[src/rtl/rv32im_pkg.sv]
// rtl/rv32im_pkg.sv - shared RV32IM pipeline types and constants
package rv32im_pkg;

    localparam int XLEN = 32;
    localparam logic [XLEN-1:0] NOP_INSTR   = 32'h0000_0013;
    localparam logic [XLEN-1:0] INSTR_BYTES = 32'd4;

    typedef enum logic [1:0] {
        IDLE,
        FETCH,
        MISS,
        REDIRECT
    } fetch_state_e;

    function automatic logic [XLEN-1:0] word_align(input logic [XLEN-1:0] addr);
        return {addr[XLEN-1:2], 2'b00};
    endfunction

endpackage

[src/rtl/if_id_pipeline_reg.sv]
// rtl/if_id_pipeline_reg.sv - IF/ID pipeline register with load / hold / bubble
module if_id_pipeline_reg
    import rv32im_pkg::*;
(
    input  logic            clk,
    input  logic            rst,
    input  logic            load,
    input  logic            bubble,
    input  logic [XLEN-1:0] pc,
    input  logic [XLEN-1:0] pc_plus4,
    input  logic [XLEN-1:0] instruction,
    output logic [XLEN-1:0] pc_out,
    output logic [XLEN-1:0] pc_plus4_out,
    output logic [XLEN-1:0] instruction_out,
    output logic            valid_out
);

    // A bubble keeps the PC fields so downstream debug still sees the last real PC.
    always_ff @(posedge clk or posedge rst) begin
        if (rst) begin
            pc_out          <= '0;
            pc_plus4_out    <= '0;
            instruction_out <= NOP_INSTR;
            valid_out       <= 1'b0;
        end else if (bubble) begin
            instruction_out <= NOP_INSTR;
            valid_out       <= 1'b0;
        end else if (load) begin
            pc_out          <= pc;
            pc_plus4_out    <= pc_plus4;
            instruction_out <= instruction;
            valid_out       <= 1'b1;
        end
    end

endmodule

[src/rtl/if_stage.sv]
// rtl/if_stage.sv - RV32IM instruction fetch stage; IF_PERF_CNT_EN adds fetch/miss counters
module if_stage
    import rv32im_pkg::*;
#(
    parameter logic [XLEN-1:0] RESET_PC = 32'h0000_0000
) (
    input  logic            CLK,
    input  logic            RESET,
    input  logic            STALL,
    input  logic            BRANCH_TAKEN,
    input  logic [XLEN-1:0] BRANCH_TARGET,
    output logic            IMEM_READ,
    output logic [XLEN-1:0] IMEM_ADDRESS,
    input  logic [XLEN-1:0] IMEM_READDATA,
    input  logic            IMEM_BUSYWAIT,
    output logic [XLEN-1:0] PC_OUT,
    output logic [XLEN-1:0] PC_PLUS4_OUT,
    output logic [XLEN-1:0] INSTRUCTION_OUT,
    output logic            VALID_OUT
`ifdef IF_PERF_CNT_EN
    ,
    output logic [XLEN-1:0] FETCH_COUNT,
    output logic [XLEN-1:0] MISS_CYCLE_COUNT
`endif
);

    fetch_state_e    state;
    logic [XLEN-1:0] pc;
    logic [XLEN-1:0] pending_target;
    logic [XLEN-1:0] target;
    logic [XLEN-1:0] pc_plus4;
    logic            ifid_load;
    logic            ifid_bubble;

    assign target       = word_align(BRANCH_TARGET);
    assign pc_plus4     = pc + INSTR_BYTES;
    assign IMEM_ADDRESS = pc;

    // A redirect always flushes IF/ID, even over a stall.
    always_comb begin
        ifid_load   = 1'b0;
        ifid_bubble = 1'b0;
        if (BRANCH_TAKEN) begin
            ifid_bubble = 1'b1;
        end else if (!STALL) begin
            case (state)
                FETCH, MISS: begin
                    ifid_bubble = IMEM_BUSYWAIT;
                    ifid_load   = !IMEM_BUSYWAIT;
                end
                REDIRECT: ifid_bubble = 1'b1;
                default:  ifid_bubble = 1'b0;
            endcase
        end
    end

    always_ff @(posedge CLK or posedge RESET) begin
        if (RESET) begin
            state          <= IDLE;
            pc             <= RESET_PC;
            pending_target <= '0;
            IMEM_READ      <= 1'b0;
        end else begin
            IMEM_READ <= 1'b1;
            case (state)
                IDLE: begin
                    state <= FETCH;
                    if (BRANCH_TAKEN) pc <= target;
                end
                FETCH: begin
                    if (BRANCH_TAKEN) begin
                        // The cache cannot abort, so a busy read must drain first.
                        if (IMEM_BUSYWAIT) begin
                            pending_target <= target;
                            state          <= REDIRECT;
                        end else begin
                            pc <= target;
                        end
                    end else if (IMEM_BUSYWAIT) begin
                        state <= MISS;
                    end else if (!STALL) begin
                        pc <= pc_plus4;
                    end
                end
                MISS: begin
                    if (BRANCH_TAKEN) begin
                        pending_target <= target;
                        state          <= REDIRECT;
                    end else if (!IMEM_BUSYWAIT) begin
                        state <= FETCH;
                        if (!STALL) pc <= pc_plus4;
                    end
                end
                REDIRECT: begin
                    if (BRANCH_TAKEN) pending_target <= target;
                    if (!IMEM_BUSYWAIT) begin
                        pc    <= BRANCH_TAKEN ? target : pending_target;
                        state <= FETCH;
                    end
                end
                default: state <= IDLE;
            endcase
        end
    end

    if_id_pipeline_reg u_if_id (
        .clk             (CLK),
        .rst             (RESET),
        .load            (ifid_load),
        .bubble          (ifid_bubble),
        .pc              (pc),
        .pc_plus4        (pc_plus4),
        .instruction     (IMEM_READDATA),
        .pc_out          (PC_OUT),
        .pc_plus4_out    (PC_PLUS4_OUT),
        .instruction_out (INSTRUCTION_OUT),
        .valid_out       (VALID_OUT)
    );

`ifdef IF_PERF_CNT_EN
    always_ff @(posedge CLK or posedge RESET) begin
        if (RESET) begin
            FETCH_COUNT      <= '0;
            MISS_CYCLE_COUNT <= '0;
        end else begin
            if (ifid_load) FETCH_COUNT <= FETCH_COUNT + 32'd1;
            if (state == MISS || state == REDIRECT) MISS_CYCLE_COUNT <= MISS_CYCLE_COUNT + 32'd1;
        end
    end
`endif

endmodule

[config.mk]
export PLATFORM = sky130hd
export DESIGN_NAME = if_stage
export DESIGN_NICKNAME = d
export VERILOG_FILES = /design/src/rtl/rv32im_pkg.sv /design/src/rtl/if_id_pipeline_reg.sv /design/src/rtl/if_stage.sv
export SDC_FILE = /design/constraint.sdc
export NUM_CORES = 1
export LEC_CHECK = 0
export ABC_AREA = 1
export ABC_CLOCK_PERIOD_IN_PS = 5200
export CAP_MARGIN = 20
export CELL_PAD_IN_SITES_DETAIL_PLACEMENT = 1
export CELL_PAD_IN_SITES_GLOBAL_PLACEMENT = 1
export CORE_ASPECT_RATIO = 0.9
export CORE_MARGIN = 4
export CORE_UTILIZATION = 33
export CTS_CLUSTER_SIZE = 28
export DETAILED_ROUTE_END_ITERATION = 10
export GPL_ROUTABILITY_DRIVEN = 0
export PLACE_DENSITY_LB_ADDON = 0.08
export SYNTH_ARGS = -nofsm -noshare
export SYNTH_HDL_FRONTEND = slang
export SYNTH_SLANG_ARGS = --single-unit
[constraint.sdc]
create_clock -name CLK -period 5.2 [get_ports CLK]
set_input_delay 0.78 -clock CLK [delete_from_list [all_inputs] [get_ports CLK]]
set_output_delay 0.78 -clock CLK [all_outputs]
set_load 0.005 [all_outputs]
* Yosys cells after proc, flatten, opt, wreduce, memory -nomap -nowiden *
Index checks and enable logic that the tools add are counted.

storage, ports and cells
  input bits = 69
  logic and storage cells = 56
  register bits after elaboration = 164
  output and inout port bits = 130

operators by class
  $add $sub $neg = 1
  equality and inequality tests = 9
  bitwise gates (word level) = 1
  reductions and logical operators = 9
  mux-type cells = 28

operators by type and width
  operator                                       count
  two-way mux 32 bit                             12
  one-hot mux 32 bit (4 select lines)            1
  one-hot mux 32 bit (2 select lines)            1
  adder 32 x 3 -> 32 bit, second input constant  1
  two-way mux 2 bit                              5
  != test 2 bit, second input constant           5
  one-hot mux 2 bit (4 select lines)             1
  two-way mux 1 bit                              7
  == test 2 bit, second input constant           2
  AND reduction 4 bit                            1
  nonzero test 2 bit                             2
  OR reduction 2 bit                             2
  != test 3 bit, second input constant           1
  AND reduction 3 bit                            1
  == test 2 x 1 -> 1 bit, second input constant  1
  logical NOT 2 bit                              1
  one-hot mux 1 bit (2 select lines)             1
  AND reduction 2 bit                            1
  logical NOT 1 bit                              1
  inverter 1 bit                                 1

* Logic depth before layout (Yosys ltp) *
Gate-level depths: netlist of run 1.

  depth in word-level cells = 7
  depth in mapped cells = 14
  gate-level depth less buffers = 13

* Hierarchy *
A second synthesis of run 1 with hierarchy kept.

second synthesis, totals
  cells, all modules = 1275
  area, all modules = 9064.9 um^2

by module, submodules not included
  module              cells an instance  times used  area an instance (um^2)
  if_stage            853                1           5245.0
  if_id_pipeline_reg  422                1           3819.9

* Least setup slack after synthesis of run 1 *
OpenSTA, ideal clock, no wires.

  path type = input port to flip-flop
  start point = in IMEM_BUSYWAIT
  end point = reg u_if_id.instruction_out[10]
  data required time = 5.079 ns
  cell stages on the path = 8
  library setup time = 0.121 ns
  arrival = 1.807 ns
  path buffers = 3
  setup slack = 3.272 ns
  cell sequence = buf_4 nor2_2 nand2_1 nand2_2 inv_2 buf_6 buf_2 a22o_1

between the ends
  cells in the longest elaborated chain, start to end = 5
  elaborated cells on any way between the ends = 9
  classes of those cells = 7 x mux; 2 x reduce/logical

RTL lines
  element                              line                      source
  from (decl)                          if_stage.sv:15            input logic IMEM_BUSYWAIT,
  logical NOT 1 bit                    --
  two-way mux 1 bit                    if_stage.sv:46            case (state)
  two-way mux 1 bit                    if_stage.sv:45            end else if (!STALL) begin
  two-way mux 1 bit                    if_stage.sv:43            if (BRANCH_TAKEN) begin
  nonzero test 2 bit (no source line)  --
  to (signal assigned)                 if_id_pipeline_reg.sv:31  instruction_out <= instruction;
  to (decl)                            if_id_pipeline_reg.sv:14  output logic [XLEN-1:0] instruction_out,

Several ways; a longest one is shown, not always the timed one.
A chain may end at the register's enable or synchronous reset.

* Worst setup path after layout of run 1 *
  start point = reg state[0]
  end point = reg u_if_id.pc_plus4_out[28]

between the ends
  cells in the longest elaborated chain, start to end = 7
  elaborated cells on any way between the ends = 12
  classes of those cells = 3 x eq/ne; 6 x mux; 1 x bitwise; 2 x reduce/logical

RTL lines
  element                                                         line                      source
  from (decl)                                                     if_stage.sv:27            fetch_state_e state;
  from (signal assigned)                                          if_stage.sv:59            state <= IDLE;
  from (signal assigned)                                          if_stage.sv:67            state <= FETCH;
  from (signal assigned)                                          if_stage.sv:75            state <= REDIRECT;
  == test 2 x 1 -> 1 bit / == test 2 bit (equally long branches)  if_stage.sv:46
  OR reduction 2 bit                                              if_stage.sv:46
  one-hot mux 1 bit (2 select lines)                              if_stage.sv:46
  two-way mux 1 bit                                               if_stage.sv:45
  two-way mux 1 bit                                               if_stage.sv:43
  inverter 1 bit (no source line)                                 --
  AND reduction 2 bit (no source line) *                          --
  to (signal assigned)                                            if_id_pipeline_reg.sv:30  pc_plus4_out <= pc_plus4;
  to (decl)                                                       if_id_pipeline_reg.sv:13  output logic [XLEN-1:0] pc_plus4_out,

Mark *: on every way between the ends. The rest lies on a longest branch, timed or not.

==> results.json, run 1 <==
{
  "setup.worst_path.start_class": "register",
  "hold_violations": 0,
  "area_growth_pct": 33.37,
  "slew_violations": 0,
  "cts_max_path_buffers": 2,
  "power_density_nw_per_um2": 626.6,
  "clock-root-buffer": "clkbuf_16",
  "dp_cells": 1500,
  "htreeDepth": 4,
  "tritoncts": "built",
  "r2r_slack_ns": 2.21,
  "drive_gt1_share_pct": 7.358,
  "die_w_um": 174.7,
  "drt_iter0_drc": 456,
  "hold_buffers": 0,
  "grt_usage_pct": 21.25,
  "r2r_cells": 11,
  "layout.nets": 1258,
  "hp-start": "u_if_id.pc_out[15]$_DFFE_PP0P_",
  "core_area_um2": 24460,
  "wl_um": 29060,
  "worstPathMaxFanout": 92,
  "cts.repair.resized": 0,
  "synth.avg_cell_area_um2": 8.159,
  "leakage_nw": 4.926,
  "vias": 7682,
  "viasPerCell": 5.014,
  "post-route-util_pct": 44.98,
  "skew_ns": 0.01628,
  "outcome": "finished, final reports clean",
  "period_share_pct": 57.52,
  "ant_nets": 0,
  "numCtsBuffers": 17,
  "wire_per_inst_um": 18.97,
  "setup_tns_ns": 0,
  "fmax_ghz": 0.3344,
  "r2r-end": "u_if_id.pc_plus4_out[28]$_DFFE_PP0P_",
  "rsz0062_at_grt": "no",
  "first_pass_iters": 4,
  "clock_latency_ns": 0.44,
  "port-buffer-count": 196,
  "final_cell_mix": "nand2_1, clkdlybuf4s50_1, dfrtp_1, inv_1, nor2_1",
  "critical_path_required_ns": 5.48,
  "synth_top_area_share_pct": 48.23,
  "ys_warn_count": 0,
  "slew_headroom_pct": 37.91,
  "post-route-min-period_ns": 2.991,
  "chipHeight_um": 158.0,
  "setup-violations-final": 0,
  "diodes": 0,
  "grt_max_degree": 96,
  "endpoint_kind": "register",
  "path_clk_slew_ns": 0.07,
  "hp-class": "register to register",
  "r2r-start": "state[0]$_DFFE_PP0P_",
  "design_area_um2": 11000,
  "grt_pass1_wl_um": 45900,
  "syn_inst": 1011,
  "first_global_vias": 7709,
  "critical_path_class": "register to register",
  "final_common_cell": "nand2_1",
  "holdPathStages": 2,
  "ys_seq_area_share_pct": 49.19,
  "peakVddDrop_v": 0.0002199,
  "drv_cap": 0,
  "ios": 199,
  "instances_no_fill": 1532,
  "clock-sinks": 162,
  "drc": 0,
  "worstMarginPinSlew_ns": 0.9279,
  "cts_setup_buffers": 0,
  "min_to": "u_if_id.pc_out[15]$_DFFE_PP0P_",
  "synth_area_leaders": "dfrtp_1, nand2_1, a21oi_1",
  "std_cell_rows": 54,
  "synth.distinct_cells": 41,
  "yosysTopAreaCell": "dfrtp_1",
  "power_w": 0.006894,
  "antenna_found_initial": 0,
  "synthesis.nets": 1086,
  "place_area_um2": 10420,
  "fillers": 2938,
  "synth-seq-cells": 162,
  "synth_area_um2": 8249,
  "start_util_pct": 33.73,
  "die_area_um2": 27590,
  "place_hpwl_um": 21310,
  "cp_data_arrival_time_ns": 3.27,
  "overflow": 0
}
-- worst max-delay path, stage by stage (launching register included) --
cell and delay [ns]:
dfrtp_1 0.42, inv_1 0.15, ha_1 0.16, buf_4 0.40, inv_2 0.22, nand3_1 0.14, nand2_1 0.07, inv_2 0.12
nand2_2 0.12, nand2_2 0.10, buf_4 0.69, o21ai_0 0.20
-- cell usage after synthesis --
library cell	n
nand2_1	279
dfrtp_1	159
inv_1	85
nor2_1	85
a21oi_1	77
o21ai_0	56
nand3_1	44
a22o_1	29
buf_2	25
o21ai_1	25
a31oi_1	17
a221oi_1	16
clkbuf_1	13
buf_4	10
nor2_2	8
xor2_1	8
nand2_2	7
a22oi_1	6
buf_6	6
ha_1	6
inv_2	6
mux2_2	6
nor2_4	6
o22ai_1	6
dfstp_2	3
o211ai_1	3
o22a_1	3
and2_1	2
clkinv_1	2
xor2_2	2
a211oi_1	1
a2bb2oi_1	1
a41oi_1	1
buf_1	1
conb_1	1
nand2_4	1
nand3_2	1
nand4_1	1
nor2_8	1
o21ai_2	1
o311ai_1	1
-- sequential cells by signal, summed over array words and instances, names as in the netlist --
name                     flops
state                        2
u_if_id.pc_out              30
IMEM_ADDRESS                32
u_if_id.instruction_out     32
IMEM_READ                    1
u_if_id.pc_plus4_out        32
u_if_id.valid_out            1
pending_target              32
-- worst max path at each step --
| stage | to | slack (ns) | startpoint | depth (start not counted) |
|---|---|---|---|---|
| 3_3_place_gp | u_if_id.instruction_out[2]$_DFFE_PP0P_ | 1.81 | IMEM_BUSYWAIT | 9 |
| 6_report | u_if_id.pc_plus4_out[28]$_DFFE_PP0P_ | 2.21 | state[0]$_DFFE_PP0P_ | 11 |
| 5_1_grt | u_if_id.pc_out[17]$_DFFE_PP0P_ | 1.88 | state[0]$_DFFE_PP0P_ | 11 |
| 3_5_place_dp | u_if_id.instruction_out[9]$_DFFE_PP0P_ | 1.79 | IMEM_BUSYWAIT | 9 |
| 2_1_floorplan | IMEM_ADDRESS[0]$_DFFE_PP0P_ | 0.05 | RESET | 1 |
| 4_1_cts | u_if_id.pc_out[19]$_DFFE_PP0P_ | 2.18 | state[0]$_DFFE_PP0P_ | 12 |
-- power breakdown --
part | switching [W] | internal (W)
clock network | 0.000569 | 0.000695
registers | 0.000482 | 0.00182
logic | 0.00186 | 0.00148
total | 0.00291 | 0.00399
-- cell families (layout without fill, tap and decap cells) --
kind of cell | count (synthesis) | after routing | synth area share, %
xor gates and xnor gates | 10 | 10 | 1.244
and+or+nand+nor | 435 | 435 | 21.92
other | 1 | 1 | 0.04546
AOI/OAI and AO/OA | 243 | 243 | 17.76
adders and majority gates | 6 | 6 | 0.9100
muxes | 6 | 6 | 0.8190
DFF | 162 | 162 | 49.19
buffers and inverters | 148 | 333 | 8.115
-- final cells by class --
type                    count  area [um^2]  share of cell area [%]
clock buffers              19        452.9                   4.117
clock inverters            13        127.6                   1.160
inverters                  93        354.1                   3.218
multi-input cells         701         3525                   32.04
flip-flops and latches    162         4058                   36.88
well taps                 336        420.4                   3.821
repair buffers            208         2064                   18.76
-- through the flow --
step,hold WS (ns),setup WS [ns]
3_3_place_gp,0.4631,1.808
2_1_floorplan,0.4478,0.04834
3_5_place_dp,0.4699,1.794
6_report,0.4862,2.209
4_1_cts,0.4873,2.181
5_1_grt,0.5054,1.882
-- per-layer routing --
layer  part of all wire, %  global-route usage, %  up-vias
met5                     0                      0        -
met4                   1.3                  5.236        0
met3                   5.7                  4.537       20
met2                    42                  31.50      209
met1                    51                  31.76     3770
li1                      -                      -     3683
(Power assumes the default switching activity.)
==> run 2, diff against run 1 <==
--- a/config.mk
+++ b/config.mk
@@ -6,13 +6,13 @@
 export NUM_CORES = 1
 export LEC_CHECK = 0
 export ABC_AREA = 1
-export ABC_CLOCK_PERIOD_IN_PS = 5200
+export ABC_CLOCK_PERIOD_IN_PS = 3100
 export CAP_MARGIN = 20
 export CELL_PAD_IN_SITES_DETAIL_PLACEMENT = 1
 export CELL_PAD_IN_SITES_GLOBAL_PLACEMENT = 1
 export CORE_ASPECT_RATIO = 0.9
 export CORE_MARGIN = 4
-export CORE_UTILIZATION = 33
+export CORE_UTILIZATION = 37
 export CTS_CLUSTER_SIZE = 28
 export DETAILED_ROUTE_END_ITERATION = 10
 export GPL_ROUTABILITY_DRIVEN = 0
==> constraint.sdc (replaced) <==
create_clock -name CLK -period 3.1 [get_ports CLK]
set_input_delay 0.465 -clock CLK [delete_from_list [all_inputs] [get_ports CLK]]
set_output_delay 0.465 -clock CLK [all_outputs]
set_load 0.005 [all_outputs]
==> run 2 against run 1 <==
  * Register-to-register slack got worse by 1.5 ns
  * Non-clock buffer count increased by 4
  * Sequential share of layout area down 0.11 points
  * Total power is 70% higher
  * Die area shrank 10%
  * Global-route usage increased by 1.5 points
  * Cell count decreased by 2.7%
  * Wire length is 3.1% lower
  * Design area rose by 0.30%
  * Highest routed layer unchanged
==> results.json, run 2 (synthesis results as in run 1) <==
{
  "fillers": 2592,
  "grt_max_degree": 95,
  "layout.nets": 1262,
  "drv_cap": 0,
  "slew_headroom_pct": 61.58,
  "core_area_um2": 21760,
  "drive_gt1_share_pct": 7.339,
  "worstPathMaxFanout": 30,
  "peakVddDrop_v": 0.0006599,
  "min_to": "u_if_id.pc_out[15]$_DFFE_PP0P_",
  "clock-sinks": 162,
  "worstMarginPinSlew_ns": 0.5763,
  "r2r-end": "pending_target[23]$_DFFE_PP0P_",
  "setup.worst_path.start_class": "register",
  "numCtsBuffers": 17,
  "overflow": 0,
  "cts.repair.resized": 0,
  "std_cell_rows": 51,
  "ios": 199,
  "grt_usage_pct": 22.74,
  "post-route-min-period_ns": 2.432,
  "hp-start": "u_if_id.pc_out[15]$_DFFE_PP0P_",
  "wl_um": 28150,
  "power_density_nw_per_um2": 1065,
  "cts_setup_buffers": 0,
  "final_cell_mix": "nand2_1, clkdlybuf4s50_1, dfrtp_1, inv_1, nor2_1",
  "switching_share_pct": 41.06,
  "diodes": 0,
  "cts_max_path_buffers": 2,
  "switchingPower_w": 0.004826,
  "r2r-start": "state[1]$_DFFE_PP0P_",
  "p_seq_share_pct": 32.6,
  "skew_ns": 0.01022,
  "rsz0062_at_grt": "no",
  "critical_path_required_ns": 3.46,
  "fin_hold_ws_ns": 0.4819,
  "start_util_pct": 37.91,
  "hp-class": "register to register",
  "clock_latency_ns": 0.44,
  "hold_buffers": 0,
  "area_growth_pct": 33.76,
  "endpoint_kind": "register",
  "pwr-share-comb_pct": 48.0,
  "worst_slack_ns": 0.6677,
  "fmax_ghz": 0.4111,
  "die_area_um2": 24750,
  "holdPathStages": 2,
  "vias": 7619,
  "critical_path_class": "register to register",
  "setup-violations-final": 0,
  "viasPerCell": 5.113,
  "drt_iter0_drc": 431,
  "r2r_slack_ns": 0.67,
  "leakage_nw": 4.960,
  "htreeDepth": 4,
  "dp_slack_ns": 0.3779,
  "setup_tns_ns": 0,
  "grt_pass1_wl_um": 43550,
  "register_area_um2": 4058,
  "r2r_cells": 10,
  "drc": 0,
  "cp_data_arrival_time_ns": 2.79,
  "clock-root-buffer": "clkbuf_16",
  "clkPwrFrac_pct": 19.3,
  "path_clk_slew_ns": 0.07,
  "slew_violations": 0,
  "final_common_cell": "nand2_1",
  "first_pass_iters": 5,
  "multi_input_comb_area_um2": 3525,
  "port-buffer-count": 196,
  "antenna_found_initial": 0,
  "tritoncts": "built",
  "ant_nets": 0,
  "wire_per_inst_um": 18.89,
  "p_int_w": 0.006927,
  "die_w_um": 165.4,
  "place_hpwl_um": 20800,
  "chipHeight_um": 149.7,
  "first_global_vias": 7558,
  "period_share_pct": 78.46,
  "outcome": "finished, final reports clean",
  "hold_violations": 0
}
[run 2: stage by stage]
step / total power (W) / instance area (um^2) / instances / util [%]
floorplan: 0.006806 / 8253 / 1011 / -
global placement: 0.009366 / 10420 / 1459 / 47.88
global route: 0.01269 / 11030 / 1490 / 50.71
CTS: 0.01186 / 11030 / 1490 / 50.71
detailed placement: 0.009521 / 10420 / 1459 / 47.88
finish: 0.01175 / 11030 / 1490 / 50.71
[run 2: power groups by stage]
stage               clock [W]  sequential (W)  combinational [W]
finish                0.00227         0.00384            0.00565
global route          0.00242         0.00397            0.00630
CTS                   0.00231         0.00384            0.00571
detailed placement          0         0.00388            0.00565
global placement            0         0.00384            0.00553
floorplan                   0         0.00370            0.00311
[run 2: how the worst max path moves through the flow]
stage / from / endpoint / slack [ns] / cells past startpoint
floorplan: RESET / IMEM_ADDRESS[0]$_DFFE_PP0P_ / 0.58 / 1
global placement: IMEM_BUSYWAIT / pending_target[22]$_DFFE_PP0P_ / 0.49 / 8
detailed placement: IMEM_BUSYWAIT / pending_target[26]$_DFFE_PP0P_ / 0.38 / 8
CTS: state[1]$_DFFE_PP0P_ / pending_target[28]$_DFFE_PP0P_ / 0.66 / 10
global route: state[1]$_DFFE_PP0P_ / pending_target[26]$_DFFE_PP0P_ / 0.46 / 10
finish: state[1]$_DFFE_PP0P_ / pending_target[23]$_DFFE_PP0P_ / 0.67 / 10
[run 2: final cells by class]
| class | instances | area share, % |
|---|---|---|
| Clock inverter | 11 | 1.622 |
| Sequential cell | 162 | 36.77 |
| Tap cell | 291 | 3.300 |
| Inverter | 93 | 3.198 |
| Multi-Input combinational cell | 701 | 31.94 |
| Clock buffer | 20 | 3.957 |
| Timing Repair Buffer | 212 | 19.21 |
[run 2: worst max-delay path: stages, from the launching register on]
cell     delay, ns
dfrtp_1       0.42
inv_1         0.11
ha_1          0.31
inv_1         0.09
nor2_1        0.07
nor2_2        0.15
nand2_2       0.14
nor2_2        0.44
buf_4         0.40
nor2_1        0.07
a21oi_1       0.14
[run 2: per-layer routing]
metal	vias up	track usage, %	share of wire, %
met4	0	5.113	1.1
met1	3726	33.78	50
met3	22	4.104	5.5
met5	-	0	0
li1	3685	-	-
met2	186	34.65	43
==> run 3, diff against run 2 <==
--- a/config.mk
+++ b/config.mk
@@ -6,7 +6,7 @@
 export NUM_CORES = 1
 export LEC_CHECK = 0
 export ABC_AREA = 1
-export ABC_CLOCK_PERIOD_IN_PS = 3100
+export ABC_CLOCK_PERIOD_IN_PS = 2500
 export CAP_MARGIN = 20
 export CELL_PAD_IN_SITES_DETAIL_PLACEMENT = 1
 export CELL_PAD_IN_SITES_GLOBAL_PLACEMENT = 1
==> constraint.sdc (replaced) <==
create_clock -name CLK -period 2.5 [get_ports CLK]
set_input_delay 0.375 -clock CLK [delete_from_list [all_inputs] [get_ports CLK]]
set_output_delay 0.375 -clock CLK [all_outputs]
set_load 0.005 [all_outputs]
==> run 3 against run 2 <==
  * Maximum frequency grew 9.1%
  * First-iteration DRC count rose by 6.0%
  * Sequential share of layout area is 0.53 points lower
  * Largest cell class unchanged
  * Largest power group unchanged
==> results.json, run 3 (synthesis results as in run 1) <==
{
  "critical_path_class": "register to register",
  "path_clk_slew_ns": 0.07,
  "use_met1_pct": 33.62,
  "area_growth_pct": 35.73,
  "skew_ns": 0.01322,
  "drc": 0,
  "clock-root-buffer": "clkbuf_16",
  "slew_headroom_pct": 62.48,
  "core_area_um2": 21760,
  "outcome": "finished, final reports clean",
  "cp_data_arrival_time_ns": 2.55,
  "layout.nets": 1270,
  "numCtsBuffers": 17,
  "first_global_vias": 7787,
  "grt_busiest_layer": "met2",
  "tritoncts": "built",
  "setup-violations-final": 0,
  "worst_slack_ns": 0.2709,
  "vias": 7700,
  "setup_tns_ns": 0,
  "leakage_nw": 5.038,
  "clock-sinks": 162,
  "p_seq_share_pct": 32.1,
  "met2_usage_pct": 36.39,
  "rsz0062_at_grt": "no",
  "wire_per_inst_um": 19.22,
  "port-buffer-count": 196,
  "diodes": 0,
  "grt_max_degree": 59,
  "fmax_ghz": 0.4486,
  "hold_violations": 0,
  "grt_usage_pct": 23.43,
  "wl_um": 28810,
  "worstPathMaxFanout": 29,
  "place_area_um2": 10540,
  "power_w": 0.01488,
  "final_cell_mix": "nand2_1, clkdlybuf4s50_1, dfrtp_1, inv_1, nor2_1",
  "hp-class": "primary input to async pin",
  "die_area_um2": 24750,
  "start_util_pct": 37.91,
  "drt_iter0_drc": 457,
  "worstMarginPinSlew_ns": 0.5620,
  "chipHeight_um": 149.7,
  "grt_pass1_wl_um": 44780,
  "switching_share_pct": 40.71,
  "ios": 199,
  "critical_path_required_ns": 2.82,
  "period_share_pct": 89.17,
  "hold_buffers": 0,
  "pwr-share-comb_pct": 48.1,
  "setup.worst_path.start_class": "register",
  "htreeDepth": 4,
  "antenna_found_initial": 0,
  "p_int_w": 0.008824,
  "r2r_slack_ns": 0.27,
  "cts.repair.resized": 0,
  "place_hpwl_um": 21490,
  "dp_slack_ns": 0.1045,
  "drv_cap": 0,
  "overflow": 0,
  "first_pass_iters": 4,
  "final_common_cell": "nand2_1",
  "viasPerCell": 5.137,
  "power_density_nw_per_um2": 1329,
  "std_cell_rows": 51,
  "post-route-min-period_ns": 2.229,
  "instances_no_fill": 1499,
  "met3_usage_pct": 5.398,
  "endpoint_kind": "register",
  "peakVddDrop_v": 0.0007040,
  "clkPwrFrac_pct": 19.8,
  "cts_max_path_buffers": 2,
  "ant_nets": 0,
  "cts_setup_buffers": 0,
  "design_area_um2": 11200,
  "clock_latency_ns": 0.44,
  "slew_violations": 0,
  "dp_cells": 1467,
  "drive_gt1_share_pct": 8.113,
  "die_w_um": 165.4,
  "switchingPower_w": 0.006058
}
run 3: cell types whose count changed in the layout (fill, tap and decap cells not counted), moves of 2 or more:
cell      previous run  this run
buf_12               3         8
buf_4               13        15
clkinv_4             3         1
inv_6                1         3
run 3: final timing paths:
kind	end	startpoint	cells past startpoint
worst max-delay path	u_if_id.instruction_out[11]$_DFFE_PP0P_	state[0]$_DFFE_PP0P_	12
worst min-delay path	u_if_id.pc_out[5]$_DFFE_PP0P_	RESET	2
worst max register to register	u_if_id.instruction_out[11]$_DFFE_PP0P_	state[0]$_DFFE_PP0P_	12
worst min register to register	u_if_id.pc_out[3]$_DFFE_PP0P_	u_if_id.pc_out[3]$_DFFE_PP0P_	2
max in group asynchronous	pending_target[9]$_DFFE_PP0P_	RESET	3
min in group CLK	u_if_id.pc_out[3]$_DFFE_PP0P_	u_if_id.pc_out[3]$_DFFE_PP0P_	2
run 3: layout make-up:
cell class | count | area, um^2
fillers | 2588 | 10560
repair buffers | 220 | 2246
clock inverters | 12 | 205.2
multi-input cells | 701 | 3525
well taps | 291 | 364.1
inverters | 93 | 352.8
flip-flops and latches | 162 | 4058
clock buffers | 20 | 446.7
run 3: metrics by stage:
step,hold slack [ns],utilization [%]
after floorplan,0.4478,-
after global placement,0.4637,48.44
after detailed placement,0.4726,48.44
after CTS,0.2829,51.44
after global routing,0.2994,51.46
final,0.2876,51.46
run 3: worst max-delay path: stages (launching register included):
cell and delay [ns]:
dfrtp_1 0.40, inv_1 0.12, ha_1 0.33, nand2_1 0.07, nand2_1 0.05, nand3_1 0.06, nand2_1 0.11, inv_2 0.11
nand2_2 0.10, nand2_2 0.25, inv_2 0.11, buf_6 0.20, a22o_1 0.21
run 3: metal layers:
layer / up-vias / part of all wire [%]
met5: - / 0
met3: 23 / 6.5
met1: 3777 / 47
met4: 0 / 1.3
met2: 202 / 45
li1: 3698 / -
run 3: power by group through the flow:
stage / Sequential (W) / Clock [W] / Combinational [W]
4_1_cts: 0.00478 / 0.00301 / 0.00723
3_5_place_dp: 0.00482 / 0 / 0.00713
6_report: 0.00478 / 0.00295 / 0.00716
5_1_grt: 0.00492 / 0.00314 / 0.00801
2_1_floorplan: 0.00458 / 0 / 0.00386
3_3_place_gp: 0.00475 / 0 / 0.00697
